`src/rtl/stack_alu_pkg.sv`:
```
// Shared definitions for the stack-machine ALU: opcode values, FSM state
// encoding and the unary/binary opcode classifier.
// Optional feature macro: STACK_ALU_MUL_EN (opcode 111 becomes binary MUL
// instead of unary SRA).
package stack_alu_pkg;

   localparam logic [2:0] OP_ADD = 3'b000;
   localparam logic [2:0] OP_SUB = 3'b001;
   localparam logic [2:0] OP_AND = 3'b010;
   localparam logic [2:0] OP_OR  = 3'b011;
   localparam logic [2:0] OP_XOR = 3'b100;
   localparam logic [2:0] OP_NOT = 3'b101;
   localparam logic [2:0] OP_SHL = 3'b110;
   localparam logic [2:0] OP_EXT = 3'b111;   // MUL or SRA depending on build

   typedef enum logic [3:0] {
      ST_IDLE = 4'd0,
      ST_POP1 = 4'd1,
      ST_RCV1 = 4'd2,
      ST_POP2 = 4'd3,
      ST_RCV2 = 4'd4,
      ST_EXEC = 4'd5,
      ST_PUSH = 4'd6,
      ST_DONE = 4'd7,
      ST_ERR  = 4'd8
   } state_t;

   // Unary opcodes consume only the stack top.
   function automatic logic is_unary(input logic [2:0] op);
`ifdef STACK_ALU_MUL_EN
      return (op == OP_NOT) || (op == OP_SHL);
`else
      return (op == OP_NOT) || (op == OP_SHL) || (op == OP_EXT);
`endif
   endfunction

endpackage

```
`src/rtl/stack_alu_exec.sv`:
```
// Combinational datapath of the stack ALU: result plus carry/overflow
// for one opcode applied to op1 (stack top) and op2 (second pop).
// Optional feature macro: STACK_ALU_MUL_EN (opcode 111 = signed MUL,
// otherwise arithmetic shift right by one).
module stack_alu_exec
   import stack_alu_pkg::*;
#(
   parameter int DATA_LEN = 8
) (
   input  logic [2:0]          op,
   input  logic [DATA_LEN-1:0] op1,
   input  logic [DATA_LEN-1:0] op2,
   output logic [DATA_LEN-1:0] result,
   output logic                c_out,
   output logic                v_out
);

   localparam int MSB = DATA_LEN - 1;

   logic [DATA_LEN:0] wide;
`ifdef STACK_ALU_MUL_EN
   logic signed [2*DATA_LEN-1:0] prod;
`endif

   // Opcode decode; carry/borrow comes from the extra bit of the widened sum.
   always_comb begin
      wide   = '0;
      result = '0;
      c_out  = 1'b0;
      v_out  = 1'b0;
`ifdef STACK_ALU_MUL_EN
      prod   = '0;
`endif
      case (op)
         OP_ADD: begin
            wide   = {1'b0, op1} + {1'b0, op2};
            result = wide[MSB:0];
            c_out  = wide[DATA_LEN];
            v_out  = (op1[MSB] == op2[MSB]) && (result[MSB] != op1[MSB]);
         end
         OP_SUB: begin
            // Top bit of the widened difference is set exactly when op1 < op2.
            wide   = {1'b0, op1} - {1'b0, op2};
            result = wide[MSB:0];
            c_out  = wide[DATA_LEN];
            v_out  = (op1[MSB] != op2[MSB]) && (result[MSB] != op1[MSB]);
         end
         OP_AND: result = op1 & op2;
         OP_OR:  result = op1 | op2;
         OP_XOR: result = op1 ^ op2;
         OP_NOT: result = ~op1;
         OP_SHL: begin
            result = {op1[MSB-1:0], 1'b0};
            c_out  = op1[MSB];
         end
         OP_EXT: begin
`ifdef STACK_ALU_MUL_EN
            // Overflow when the full product differs from the sign-extended low half.
            prod   = $signed(op1) * $signed(op2);
            result = prod[MSB:0];
            v_out  = (prod[2*DATA_LEN-1:DATA_LEN] != {DATA_LEN{prod[MSB]}});
`else
            result = {op1[MSB], op1[MSB:1]};
            c_out  = op1[0];
`endif
         end
         default: result = '0;
      endcase
   end

endmodule

```
`src/rtl/stack_alu_ext.sv`:
```
// Stack-machine ALU top: pops one or two operands from the operand stack,
// runs the opcode through stack_alu_exec, pushes the result and updates
// Z/S/C/V. All outputs are registered.
// Optional feature macro: STACK_ALU_MUL_EN (see stack_alu_pkg).
module stack_alu_ext
   import stack_alu_pkg::*;
#(
   parameter int DATA_LEN = 8,
   parameter int OP_LEN   = 3
) (
   input  logic                clk,
   input  logic                rstn,
   input  logic                en,
   input  logic [OP_LEN-1:0]   op,
   output logic                busy,
   output logic                done,
   output logic                err,
   output logic                z_flag,
   output logic                s_flag,
   output logic                c_flag,
   output logic                v_flag,
   output logic                stk_pop,
   output logic                stk_push,
   output logic [DATA_LEN-1:0] stk_data_in,
   input  logic [DATA_LEN-1:0] stk_data_out,
   input  logic                stk_empty,
   input  logic                stk_full
);

   state_t              state_reg;
   logic [2:0]          op_reg;
   logic [DATA_LEN-1:0] op1_reg;
   logic [DATA_LEN-1:0] op2_reg;
   logic [DATA_LEN-1:0] exec_result;
   logic                exec_c;
   logic                exec_v;

   stack_alu_exec #(
      .DATA_LEN (DATA_LEN)
   ) u_exec (
      .op     (op_reg),
      .op1    (op1_reg),
      .op2    (op2_reg),
      .result (exec_result),
      .c_out  (exec_c),
      .v_out  (exec_v)
   );

   // Control FSM with registered strobes. stk_empty/stk_full are sampled on
   // the edge that enters POPx/PUSH, so a suppressed strobe inside that state
   // is itself the record of underflow (POPx) or a full stack (PUSH).
   always_ff @(posedge clk or negedge rstn) begin
      if (!rstn) begin
         state_reg   <= ST_IDLE;
         op_reg      <= '0;
         op1_reg     <= '0;
         op2_reg     <= '0;
         busy        <= 1'b0;
         done        <= 1'b0;
         err         <= 1'b0;
         z_flag      <= 1'b0;
         s_flag      <= 1'b0;
         c_flag      <= 1'b0;
         v_flag      <= 1'b0;
         stk_pop     <= 1'b0;
         stk_push    <= 1'b0;
         stk_data_in <= '0;
      end else begin
         done        <= 1'b0;
         err         <= 1'b0;
         stk_pop     <= 1'b0;
         stk_push    <= 1'b0;
         stk_data_in <= '0;
         case (state_reg)
            ST_IDLE: begin
               if (en) begin
                  state_reg <= ST_POP1;
                  op_reg    <= op[2:0];
                  busy      <= 1'b1;
                  stk_pop   <= !stk_empty;
               end
            end
            ST_POP1: begin
               if (stk_pop) begin
                  state_reg <= ST_RCV1;
               end else begin
                  state_reg <= ST_ERR;
                  done      <= 1'b1;
                  err       <= 1'b1;
               end
            end
            ST_RCV1: begin
               op1_reg <= stk_data_out;
               if (is_unary(op_reg)) begin
                  state_reg <= ST_EXEC;
               end else begin
                  state_reg <= ST_POP2;
                  stk_pop   <= !stk_empty;
               end
            end
            ST_POP2: begin
               if (stk_pop) begin
                  state_reg <= ST_RCV2;
               end else begin
                  state_reg <= ST_ERR;
                  done      <= 1'b1;
                  err       <= 1'b1;
               end
            end
            ST_RCV2: begin
               op2_reg   <= stk_data_out;
               state_reg <= ST_EXEC;
            end
            ST_EXEC: begin
               state_reg   <= ST_PUSH;
               stk_push    <= !stk_full;
               stk_data_in <= exec_result;
            end
            ST_PUSH: begin
               if (stk_push) begin
                  state_reg <= ST_DONE;
                  done      <= 1'b1;
                  z_flag    <= (exec_result == '0);
                  s_flag    <= exec_result[DATA_LEN-1];
                  c_flag    <= exec_c;
                  v_flag    <= exec_v;
               end else begin
                  stk_push    <= !stk_full;
                  stk_data_in <= exec_result;
               end
            end
            ST_DONE, ST_ERR: begin
               state_reg <= ST_IDLE;
               busy      <= 1'b0;
            end
            default: begin
               state_reg <= ST_IDLE;
               busy      <= 1'b0;
            end
         endcase
      end
   end

endmodule

```
`config.mk`:
```
export PLATFORM = sky130hd
export DESIGN_NAME = stack_alu_ext
export DESIGN_NICKNAME = d
export VERILOG_FILES = /design/src/rtl/stack_alu_pkg.sv /design/src/rtl/stack_alu_exec.sv /design/src/rtl/stack_alu_ext.sv
export SDC_FILE = /design/constraint.sdc
export NUM_CORES = 1
export LEC_CHECK = 0
export ABC_CLOCK_PERIOD_IN_PS = 3100
export CORE_ASPECT_RATIO = 1.25
export CORE_UTILIZATION = 58
export DETAILED_ROUTE_END_ITERATION = 12
export GPL_TIMING_DRIVEN = 0
export PLACE_DENSITY = 0.81
export SLEW_MARGIN = 20
export SYNTH_ARGS = -nofsm -noshare
export SYNTH_HDL_FRONTEND = slang
export SYNTH_HIERARCHICAL = 1
export SYNTH_SLANG_ARGS = --single-unit
export TNS_END_PERCENT = 20
```
`constraint.sdc`:
```
create_clock -name clk -period 3.1 [get_ports clk]
set_input_delay 0.465 -clock clk [delete_from_list [all_inputs] [get_ports clk]]
set_output_delay 0.465 -clock clk [all_outputs]
set_load 0.02 [all_outputs]
```
==> impl_metrics.yaml <==
die:
  core-area_um2: 5152
  io-pin-count: 33
  start_util_pct: 61.36
  die_h_um: 84.55
  dieArea_um2: 5753
  die_w_um: 68.04
  rows: 29
clock_network:
  path_clk_slew_ps: 80
  cts_setup_buffers: 0
  cts_resized: 0
  cts-root-buf: "clkbuf_8"
  clock_latency_ps: 300
  htreeDepth: 2
  cts.sinks: 40
  cts_tree: "done"
  cts_hold_buf: 0
  clock_path_buffers: 2
  cts_buffers: 5
power:
  p_int_mw: 2.198
  switchingPower_mw: 2.151
  leakagePower_nw: 1.573
  comb_power_share_pct: 69.5
  power_frac_seq_pct: 20.7
  clockPowerShare_pct: 9.8
  powerDensity_nw_per_um2: 1181
  worst_ir_drop_vdd_mv: 0.6125
  switching_share_pct: 49.46
  finalPower_mw: 4.348
detailed_routing:
  drc: 0
  first_pass_iters: 5
  dr.first_iter.drc_count: 213
  avgRoutedWirePerCell_um: 18.26
  ant_nets: 0
  wl_um: 7944
  vias: 2757
  vias_per_cell: 6.338
cells_and_area:
  stdcell_count: 435
  layout.nets: 415
  fillCellCount: 412
  register_area_um2: 1001
  area_growth_pct: 16.46
  multi_input_area_um2: 1937
  n_antenna_cell: 0
  drive_gt1_share_pct: 16.89
setup_path:
  critPathRequiredTime_ps: 3320
  cp-end-kind: "flop"
  criticalPathCategory: "reg2reg"
  crit_arrival_ps: 2990
  cp_num_cells: 12
  slowest_stage: "dfrtp_1"
  cpPeakStageDelay_ps: 470
  critPathTopFamily: "simple AND/OR/NAND/NOR gates"
  crit_chain: "inv_1 -> ha_1 -> inv_1 -> fa_1 -> nor2b_1 -> o21a_1 -> nor2_1 -> o221a_2 -> o21ai_0 -> nor4_1 -> nand2_1 -> mux2i_1"
  rrSetupSlack_ps: 330
  timing.critical_path.buf_inv: 2
  critPathMostFrequentCell: "inv_1"
  startpoint_type: "flop"
  reg2reg_depth: 12
  worstPathMaxFanout: 6
timing:
  tns_ps: 0
  timing.fmax_mhz: 361.3
  tightest_slew_ps: 621.9
  skew_ps: 11.32
  slew_headroom_pct: 58.41
  rsz0062_at_grt: "no"
  timing.final.hold_violations: 0
  slew_viol_final: 0
  finalCriticalPeriod_ps: 2768
  fin_crit_sh_pct: 89.28
  setup_viol: 0
synthesis:
  synth-edff-count: 0
  synth_seq_cells: 40
  syn_avg_cell_area_um2: 9.523
  ys_seq_area_share_pct: 31.66
  synthesis.nets: 375
  ys.flop_type: "dfrtp_1"
  syn_inst: 332
  netlist_area_um2: 3162
  ys_types: 68
  synthArstFlopShare_pct: 100.0
  yosysWarnings: 6
grt:
  grt_pass1_vias: 2689
  grt_overflow_total: 0
  grt_pass1_wl_um: 12790
  grt_use_total_pct: 29.82
  grt_max_degree: 28
  antenna_found_initial: 0
placed_design:
  routabilityCongestion: 0.9424
  port_buffers: 32
  dp_cells: 427
  dp_hpwl_um: 5805
hold_path:
  holdCritPathClass: "in2async"
job:
  max-cap-violations: 0
status:
  run_status: "complete, no violations"
power by group through the flow:
stage	clock network, mW	registers (mW)	logic, mW
floorplan	0	0.882	2.21
global placement	0	0.900	2.85
detailed placement	0	0.907	2.91
CTS	0.439	0.899	2.95
global route	0.456	0.928	3.27
finish	0.426	0.900	3.02
kinds of logic (layout without fill, tap and decap cells):
family                     count (synthesis)  after routing  share of synthesized area, %
adders and majority gates                 27             27                         11.16
xor gates and xnor gates                   4              4                         1.108
and+or+nand+nor                          100            100                         18.01
buffers and inverters                     46             87                         7.083
AOI/OAI and AO/OA                         85             85                         19.39
DFF                                       40             40                         31.66
muxes                                     30             30                         11.59
layer usage:
| metal | up-vias | wire, µm | global-route usage (%) |
|---|---|---|---|
| met5 | - | 0 | 0 |
| met4 | 0 | 133 | 10.23 |
| met3 | 17 | 634 | 4.755 |
| met2 | 164 | 4088 | 51.43 |
| met1 | 1306 | 3087 | 36.40 |
| li1 | 1270 | - | - |
through the flow:
| step | utilization [%] | hold slack (ps) | setup slack [ps] | cell area [µm²] |
|---|---|---|---|---|
| 6_report | 71.47 | 69.10 | 332.3 | 3682 |
| 5_1_grt | 71.47 | 86.74 | 96.59 | 3682 |
| 4_1_cts | 71.47 | 68.36 | 371.4 | 3682 |
| 3_5_place_dp | 69.38 | 395.8 | 406.0 | 3575 |
| 3_3_place_gp | 69.09 | 500.8 | 458.3 | 3560 |
| 2_1_floorplan | - | 169.4 | 760.7 | 3162 |
cells in the final DEF (no fill, tap or decap), drive strengths merged, types with 3 or more instances in the layout:
master          n
mux2i           4
nor2           17
dfrtp          40
nand2          18
ha             25
nand2b          6
nor3b           4
clkbuf         11
a21oi          19
buf            14
clkdlybuf4s50  31
a211oi          4
nor2b           9
or3             4
o211ai          5
a22oi           3
nand3          10
clkinv          3
a21o            3
xnor2           3
nor3           11
o21ai          21
inv            27
a221oi          3
mux4            3
mux2           23
and2           10
worst reg2reg max path: stages (launching register included):
cell	delay (ps)
dfrtp_1	470
inv_1	120
ha_1	180
inv_1	60
fa_1	410
nor2b_1	150
o21a_1	190
nor2_1	290
o221a_2	250
o21ai_0	120
nor4_1	260
nand2_1	80
mux2i_1	140
area by class of cell:
class,count,share of cell area [%]
Tap cell,62,2.107
Timing Repair Buffer,33,9.106
Multi-Input combinational cell,246,52.60
Clock buffer,6,1.971
Buffer,17,2.990
Clock inverter,2,0.9514
Inverter,29,3.092
Sequential cell,40,27.18
cells in the mapped netlist, drive strengths merged (3+ instances only):
cell	number	area share, %
a22oi	3	0.71
clkbuf	5	0.59
o21ai	21	3.3
nand2b	6	1.4
nor2b	9	1.8
a21oi	19	3.4
dfrtp	40	32
nand2	18	2.1
mux2i	4	1.3
a21o	3	0.71
and2	10	2.0
a211oi	4	1.1
o211ai	5	1.3
nor3b	4	1.3
nand3	10	1.6
a221oi	3	0.83
or3	4	0.79
xnor2	3	0.83
buf	12	2.9
nor3	11	2.5
inv	27	3.2
nor2	17	2.1
mux2	23	8.2
mux4	3	2.1
ha	25	9.9
final timing paths:
| path | start | endpoint |
|---|---|---|
| min in group clk | stk_pop | state_reg[3] |
| worst min register to register | stk_pop | state_reg[3] |
| worst min-delay path | rstn | op1_reg[1] |
| worst max register to register | op1_reg[0] | z_flag |
| max in group asynchronous | rstn | op2_reg[7] |
| worst max-delay path | op1_reg[0] | z_flag |
No activity file was read; power rests on OpenSTA's default activity.
